[config.mk]
export PLATFORM = sky130hd
export DESIGN_NAME = pdm_capture_packer
export DESIGN_NICKNAME = d
export VERILOG_FILES = /design/src/rtl/pdm_capture_packer.sv
export SDC_FILE = /design/constraint.sdc
export NUM_CORES = 1
export LEC_CHECK = 0
export CORE_MARGIN = 2
export CORE_UTILIZATION = 33
export DETAILED_ROUTE_END_ITERATION = 16
export RECOVER_POWER = 25
export SLEW_MARGIN = 20
export SYNTH_ARGS = -nofsm -noshare
export SYNTH_HDL_FRONTEND = slang
export SYNTH_SLANG_ARGS = --single-unit
[constraint.sdc]
create_clock -name clk -period 5.52 [get_ports clk]
set_input_delay 1.104 -clock clk [delete_from_list [all_inputs] [get_ports clk]]
set_output_delay 1.104 -clock clk [all_outputs]
set_load 0.05 [all_outputs]
[src/rtl/pdm_capture_packer.sv]
// Packs strobed PDM bits LSB-first into words; each RAM write appears one cycle after the completing strobe.
// No backpressure: the RAM accepts every write, so strobes on every cycle lose no samples.
module pdm_capture_packer #(
  parameter int WORD_WIDTH = 16,
  parameter int MEM_DEPTH  = 65536,
  localparam int ADDR_WIDTH = $clog2(MEM_DEPTH)
) (
  input  logic                  clk,
  input  logic                  reset,
  input  logic                  pdm_in,
  input  logic                  pdm_strobe,
  input  logic                  start,
  input  logic                  stop,
  input  logic                  circular,
  output logic [ADDR_WIDTH-1:0] write_address,
  output logic                  write_enable,
  output logic [WORD_WIDTH-1:0] write_data,
  output logic                  busy,
  output logic                  done,
  output logic                  wrapped,
  output logic [ADDR_WIDTH:0]   word_count
);

  localparam int BCW = $clog2(WORD_WIDTH);
  localparam int WCW = ADDR_WIDTH + 1;
  localparam logic [BCW-1:0]        LAST_BIT  = BCW'(WORD_WIDTH - 1);
  localparam logic [ADDR_WIDTH-1:0] LAST_ADDR = ADDR_WIDTH'(MEM_DEPTH - 1);
  localparam logic [WCW-1:0]        WC_MAX    = WCW'(MEM_DEPTH);

  typedef enum logic [1:0] {
    ST_IDLE    = 2'd0,
    ST_CAPTURE = 2'd1,
    ST_DONE    = 2'd2
  } state_t;

  state_t                  state_q,    state_d;
  logic                    circ_q,     circ_d;
  logic [BCW-1:0]          bit_cnt_q,  bit_cnt_d;
  logic [WORD_WIDTH-1:0]   sr_q,       sr_d;
  logic [ADDR_WIDTH-1:0]   addr_q,     addr_d;
  logic [ADDR_WIDTH-1:0]   wr_addr_q,  wr_addr_d;
  logic                    wr_en_q,    wr_en_d;
  logic [WORD_WIDTH-1:0]   wr_data_q,  wr_data_d;
  logic                    wrapped_q,  wrapped_d;
  logic [WCW-1:0]          wc_q,       wc_d;
  logic                    busy_q,     busy_d;
  logic                    done_q,     done_d;

  logic                    begin_rec;
  logic [WORD_WIDTH-1:0]   sr_next;

  // New sample enters at the top so the first sample of a word ends up in bit 0.
  assign sr_next = {pdm_in, sr_q[WORD_WIDTH-1:1]};

  always_comb begin
    state_d   = state_q;
    circ_d    = circ_q;
    bit_cnt_d = bit_cnt_q;
    sr_d      = sr_q;
    addr_d    = addr_q;
    wr_addr_d = wr_addr_q;
    wr_en_d   = 1'b0;
    wr_data_d = wr_data_q;
    wrapped_d = wrapped_q;
    wc_d      = wc_q;
    begin_rec = 1'b0;

    case (state_q)
      ST_IDLE: begin
        if (start && !stop) begin
          begin_rec = 1'b1;
        end
      end
      ST_CAPTURE: begin
        if (stop) begin
          // Abort wins over any strobe this cycle; the partial word is dropped.
          state_d   = ST_IDLE;
          bit_cnt_d = '0;
          sr_d      = '0;
        end else if (pdm_strobe) begin
          sr_d = sr_next;
          if (bit_cnt_q == LAST_BIT) begin
            wr_en_d   = 1'b1;
            wr_data_d = sr_next;
            wr_addr_d = addr_q;
            bit_cnt_d = '0;
            addr_d    = (addr_q == LAST_ADDR) ? '0 : addr_q + ADDR_WIDTH'(1);
            if (wc_q != WC_MAX) begin
              wc_d = wc_q + WCW'(1);
            end
            // A saturated count means every address was already written once.
            if (circ_q && (wc_q == WC_MAX)) begin
              wrapped_d = 1'b1;
            end
            if (!circ_q && (addr_q == LAST_ADDR)) begin
              state_d = ST_DONE;
            end
          end else begin
            bit_cnt_d = bit_cnt_q + BCW'(1);
          end
        end
      end
      ST_DONE: begin
        if (stop) begin
          state_d = ST_IDLE;
        end else if (start) begin
          begin_rec = 1'b1;
        end
      end
      default: begin
        state_d = ST_IDLE;
      end
    endcase

    if (begin_rec) begin
      state_d   = ST_CAPTURE;
      circ_d    = circular;
      bit_cnt_d = '0;
      sr_d      = '0;
      addr_d    = '0;
      wrapped_d = 1'b0;
      wc_d      = '0;
    end

    busy_d = (state_d == ST_CAPTURE);
    done_d = (state_d == ST_DONE);
  end

  always_ff @(posedge clk) begin
    if (reset) begin
      state_q   <= ST_IDLE;
      circ_q    <= 1'b0;
      bit_cnt_q <= '0;
      sr_q      <= '0;
      addr_q    <= '0;
      wr_addr_q <= '0;
      wr_en_q   <= 1'b0;
      wr_data_q <= '0;
      wrapped_q <= 1'b0;
      wc_q      <= '0;
      busy_q    <= 1'b0;
      done_q    <= 1'b0;
    end else begin
      state_q   <= state_d;
      circ_q    <= circ_d;
      bit_cnt_q <= bit_cnt_d;
      sr_q      <= sr_d;
      addr_q    <= addr_d;
      wr_addr_q <= wr_addr_d;
      wr_en_q   <= wr_en_d;
      wr_data_q <= wr_data_d;
      wrapped_q <= wrapped_d;
      wc_q      <= wc_d;
      busy_q    <= busy_d;
      done_q    <= done_d;
    end
  end

  assign write_address = wr_addr_q;
  assign write_enable  = wr_en_q;
  assign write_data    = wr_data_q;
  assign busy          = busy_q;
  assign done          = done_q;
  assign wrapped       = wrapped_q;
  assign word_count    = wc_q;

endmodule

**After elaboration in Yosys (flattened, before gate mapping)**

Index checks and enable logic that the tools add are counted.
W data, S select, Z words.

- Register bits: 92
- Input port bits: 7
- Output and inout bits: 53
- Word-level logic and storage cells: 57

- $add $sub $neg: 3
- Equal/unequal tests: 8
- Muxes and demuxes: 18
- Bitwise logic cells: 3
- Reduce and logical (&&, ||, !) cells: 13

Operator list:

| kind | count |
|---|---|
| $mux W16 | 3 |
| $add A17 B1 Y17 const B | 1 |
| $eq A17 B17 Y1 const B | 1 |
| $ne A17 B17 Y1 const B | 1 |
| $add A16 B1 Y16 const B | 1 |
| $eq A16 B16 Y1 const B | 1 |
| $mux W2 | 6 |
| $mux W4 | 3 |
| $reduce_and A5 Y1 | 2 |
| $pmux W2 S3 | 1 |
| $add A4 B1 Y4 const B | 1 |
| $eq A2 B1 Y1 const B | 2 |
| $eq A2 B2 Y1 const B | 2 |
| $eq A4 B4 Y1 const B | 1 |
| $mux W1 | 4 |
| $reduce_and A4 Y1 | 1 |
| $reduce_or A4 Y1 | 1 |
| $logic_and A1 B1 Y1 | 3 |
| $not A1 Y1 | 3 |
| $logic_not A1 Y1 | 2 |
| $logic_not A2 Y1 | 1 |
| $pmux W1 S2 | 1 |
| $reduce_and A2 Y1 | 1 |
| $reduce_bool A2 Y1 | 1 |
| $reduce_or A2 Y1 | 1 |

**Longest topological paths before layout**

- Word-level depth: 9
- Gate-level depth with buffers: 8
- Mapped depth without buffers: 6

**Worst setup path before layout**

No wires, ideal clock.

- Kind: input to register
- Start point: input port stop
- End point: register wc_q[12] (netlist: word_count[12])
- Setup time: 70 ps
- Arrival time: 2,368 ps
- Required time: 5,450 ps
- Setup slack: 3,082 ps
- Stages on the path: 7
- Path buffers: 3
- Cell sequence: buf_6 > and4bb_1 > buf_4 > nand4_1 > buf_2 > or4_1 > a21oi_1

- Word-level cells in the longest chain between the ends: 5
- Elaborated cells between the ends (all ways): 8
- Classes of those cells: mux: 3; bitwise: 1; reduce/logical: 4

Ends and longest elaborated chain:

| item | line | RTL |
|---|---|---|
| from (decl) | 13 | `input logic stop,` |
| $logic_not A1 Y1 | 70 | `if (start && !stop) begin` |
| $logic_and A1 B1 Y1 | 70 |  |
| $mux W1 | 70 |  |
| $pmux W1 S2 | 68 | `case (state_q)` |
| $reduce_or A2 Y1 (no source line) | n/a |  |
| to (signal assigned) | 153 | `wc_q <= wc_d;` |
| to (decl) | 45 | `logic [WCW-1:0] wc_q, wc_d;` |

Several ways; a longest one is shown, not always the timed one.
A chain may end at the register's enable or synchronous reset.

**Final worst setup path**

- Start point: input port stop
- End point: register wc_q[16] (netlist: word_count[16])

The elaborated chain is that of the path after synthesis.

==> results by group <==
Global routing
  • Gr ovfl total: 0
  • Initial antenna violation count: 0
  • Number of global-route vias before repair: 3109
  • Largest net degree at the start of global routing: 43
  • GRT Total Usage: 15.8%
  • First-pass GRT wire length: 14900 um

Clock network
  • Post-CTS Setup Inserts: 0
  • Max clock buf depth: 2
  • Cts bufs inserted: 9
  • Number of H-tree levels: 3
  • Post-CTS Resized: 0
  • # clock sinks: 91
  • Clock latency on the worst-skew pair: 360 ps
  • CTS clk-pin slew, worst paths: 90 ps
  • TritonCTS clock tree: yes
  • Hold buffers post-CTS: 0
  • Clock Tree Root: clkbuf_8

Timing
  • Peak Freq: between 300 and 400 MHz
  • Final period util: 59.0%
  • Slew Limit Fails: 0
  • Final min period: 3250 ps
  • RSZ-0062 raised after global routing: no
  • Normalized max-slew margin: 38.8%
  • Total negative setup slack: 0 ps
  • Count of final setup violators: 0
  • Final-report hold violation count: 0
  • Clock skew: 11.2 ps
  • Min setup slack post-route: ~2300 ps
  • Worst slew pin tran: 911 ps

Placed design
  • IO buf count: 59
  • DP Wirelength: ~6000 um
  • GPL Wtd Cong: roughly 0.8
  • Setup Slack @ Placement: between 1500 and 2000 ps

Cells and area
  • FF/Latch Area: 1820 um2
  • Area delta synth->final: 22.6%
  • Area taken by multi-input logic gates: roughly 1700 um2
  • Fill cell count: between 1000 and 1500
  • Commonest non-fill, non-tap cell in the layout: dfxtp_1
  • Layout cells sized above 1: slightly above 5%
  • End-of-flow core utilization: a little over two fifths
  • Most frequent cells in the layout: dfxtp_1 (91), nand2_1 (77), a21oi_1 (61)
  • Diodes inserted: 0
  • Nets: 497

Outcome
  • Outcome: completed

Pwr
  • Clock power share: 36.1%
  • Leak Pwr: roughly 1.5 nW
  • Switch Pwr: 0.000253 W
  • Pwr Total: 0.00108 W
  • Switching Fraction: 23.5%
  • Comb power frac: 2.8%
  • Int Pwr: about 0.00082 W
  • Sequential power share: 61.1%
  • Power density cells: 238 nW/um2
  • Maximum vdd drop: ~0.12 mV

Logic synthesis
  • Post-Syn Area: 3700 um2
  • Top post-synthesis cells by area: dfxtp_1 (49%), a21oi_1 (8.2%), nand2_1 (7.8%), a22oi_1 (3.2%), nor2_1 (3.1%)
  • Cells after synthesis: ~440
  • Synth warn: 0
  • Synth cell types: 40
  • Dominant cell type by area after synthesis: dfxtp_1
  • Post-synth net total: 450
  • Mean area per synthesized cell: approximately 8.4 um2
  • Post-synthesis sequential area ratio: 49.2%
  • Yosys reg bits: a little over 90
  • Area share of the largest cell type after synthesis: 49.2%

Floorplanning
  • Die area: approximately 12000 um2
  • Row Count: 38
  • Die width: 110 um
  • IO Count: 60
  • Die height: 110 um
  • CORE AREA: 10900 um2
  • Initial Util: 34.0%

Setup path
  • Largest stage delay, worst path: 670 ps
  • R2r startpoint: bit_cnt_q[0]
  • Critical Path RT: 5810 ps
  • Crit Path Class: input port to flop
  • CP Launch Type: input port
  • Crit-path cells: dlygate4sd3_1 -> and4bb_1 -> buf_4 -> nand4_1 -> or4_1 -> a21oi_1
  • CP max-delay cell: dlygate4sd3_1
  • RR Endpoint: addr_q[3]
  • Crit path max fanout: 27
  • Reg-to-reg slack, setup: 3060 ps
  • Critical path endpoint category: flop
  • Crit path arrival time: 3550 ps
  • R2R depth: 5

Drt
  • Post-DRT Antenna Nets: 0
  • Routed len/inst: between 10 and 15 um
  • Detailed Routing Iterations Pass 1: 4
  • Via Count: 3310
  • Routed WL: approximately 8900 um
  • # DRC: 0
  • Initial drt markers: 137
  • Routed vias/inst: 5.25

Hold path
  • Hold Path Origin: write_data[5]
  • Hold Crit Class: flop to flop
  • Worst Hold Path EP: write_data[5]
  • Hold Path Stages: 2

Flow run
  • Max Cap Viol: 0
-- kinds of logic after synthesis --
family                     Yosys count  synth area share (%)
and+or+nand+nor                    190                  25.9
AOI/OAI and AO/OA                  112                  17.4
muxes                                1                 0.270
buffers and inverters               33                  3.99
adders and majority gates            4                  1.35
DFF                                 91                  49.2
xor gates and xnor gates             8                  1.89
-- metrics by stage --
| stage | instances | cell area (um2) | hold WS, ps |
|---|---|---|---|
| 2_1_floorplan | 439 | 3700 | 432 |
| 3_3_place_gp | 615 | 4380 | 445 |
| 3_5_place_dp | 615 | 4380 | 447 |
| 4_1_cts | 630 | 4540 | 460 |
| 5_1_grt | 630 | 4540 | 478 |
| 6_report | 630 | 4540 | 456 |
-- how the worst max path moves through the flow --
stage / startpoint / endpoint / slack, ps / cells past startpoint
3_3_place_gp: stop / addr_q[5] / 1980 / 5
6_report: stop / word_count[16] / 2270 / 6
2_1_floorplan: stop / word_count[12] / 3080 / 7
5_1_grt: stop / word_count[16] / 2040 / 6
4_1_cts: stop / word_count[16] / 2370 / 6
3_5_place_dp: stop / word_count[16] / 1980 / 6
-- cell type report --
| class | count | area share [%] |
|---|---|---|
| clock buffers | 10 | 2.81 |
| clock inverters | 5 | 0.689 |
| inverters | 5 | 0.414 |
| multi-input cells | 315 | 38.2 |
| flip-flops and latches | 91 | 40.2 |
| well taps | 140 | 3.86 |
| repair buffers | 64 | 13.8 |
-- routing by layer --
layer	vias to the layer above	wire, um	track usage [%]
li1	1668	-	-
met1	1588	4180	20.4
met2	47	4350	25.5
met3	7	284	3.14
met4	0	120	7.23
met5	-	0	0
-- power by group through the flow --
stage	Sequential [W]	Combinational, W	Clock (W)
3_5_place_dp	0.000674	0.0000308	0
4_1_cts	0.000658	0.0000309	0.000406
6_report	0.000658	0.0000301	0.000389
3_3_place_gp	0.000674	0.0000302	0
5_1_grt	0.000659	0.0000333	0.000432
2_1_floorplan	0.000675	0.0000190	0
-- synth_stat cells --
cell type,instances
nand4_1,13
xor2_1,7
o21ai_1,1
o21ai_0,16
dfxtp_1,91
o211ai_1,1
xnor2_1,1
clkbuf_1,18
or2_2,2
nand3b_1,1
o31ai_1,12
a21oi_1,61
nor2_1,31
or4_1,12
and4_1,5
nand4bb_1,1
buf_2,7
mux2i_1,1
nand4b_1,1
buf_4,2
nand3_2,2
a22oi_1,16
nor3_1,3
nand3_1,13
nor4b_1,2
or3b_2,1
a31oi_1,1
nor3b_1,1
a211oi_1,4
and3_1,5
nor2b_1,1
or3_1,10
ha_1,4
and4bb_1,1
buf_6,1
nor4_1,3
and2_1,3
nand2b_1,2
nand2_1,77
inv_1,5
-- state kept, by name (all words and copies together) (netlist names) --
register / cells
write_data: 16
word_count: 17
wrapped: 1
write_address: 16
bit_cnt_q: 4
busy: 1
circ_q: 1
addr_q: 16
state_q: 2
done: 1
sr_q: 15
write_enable: 1
-- worst max-delay path: cells and delay by family --
family	cells	cell delay [ps]
simple gates	3	1310
buf+inv	2	970
compound gates	1	140
Note: power is estimated with default switching activity, not from simulation.
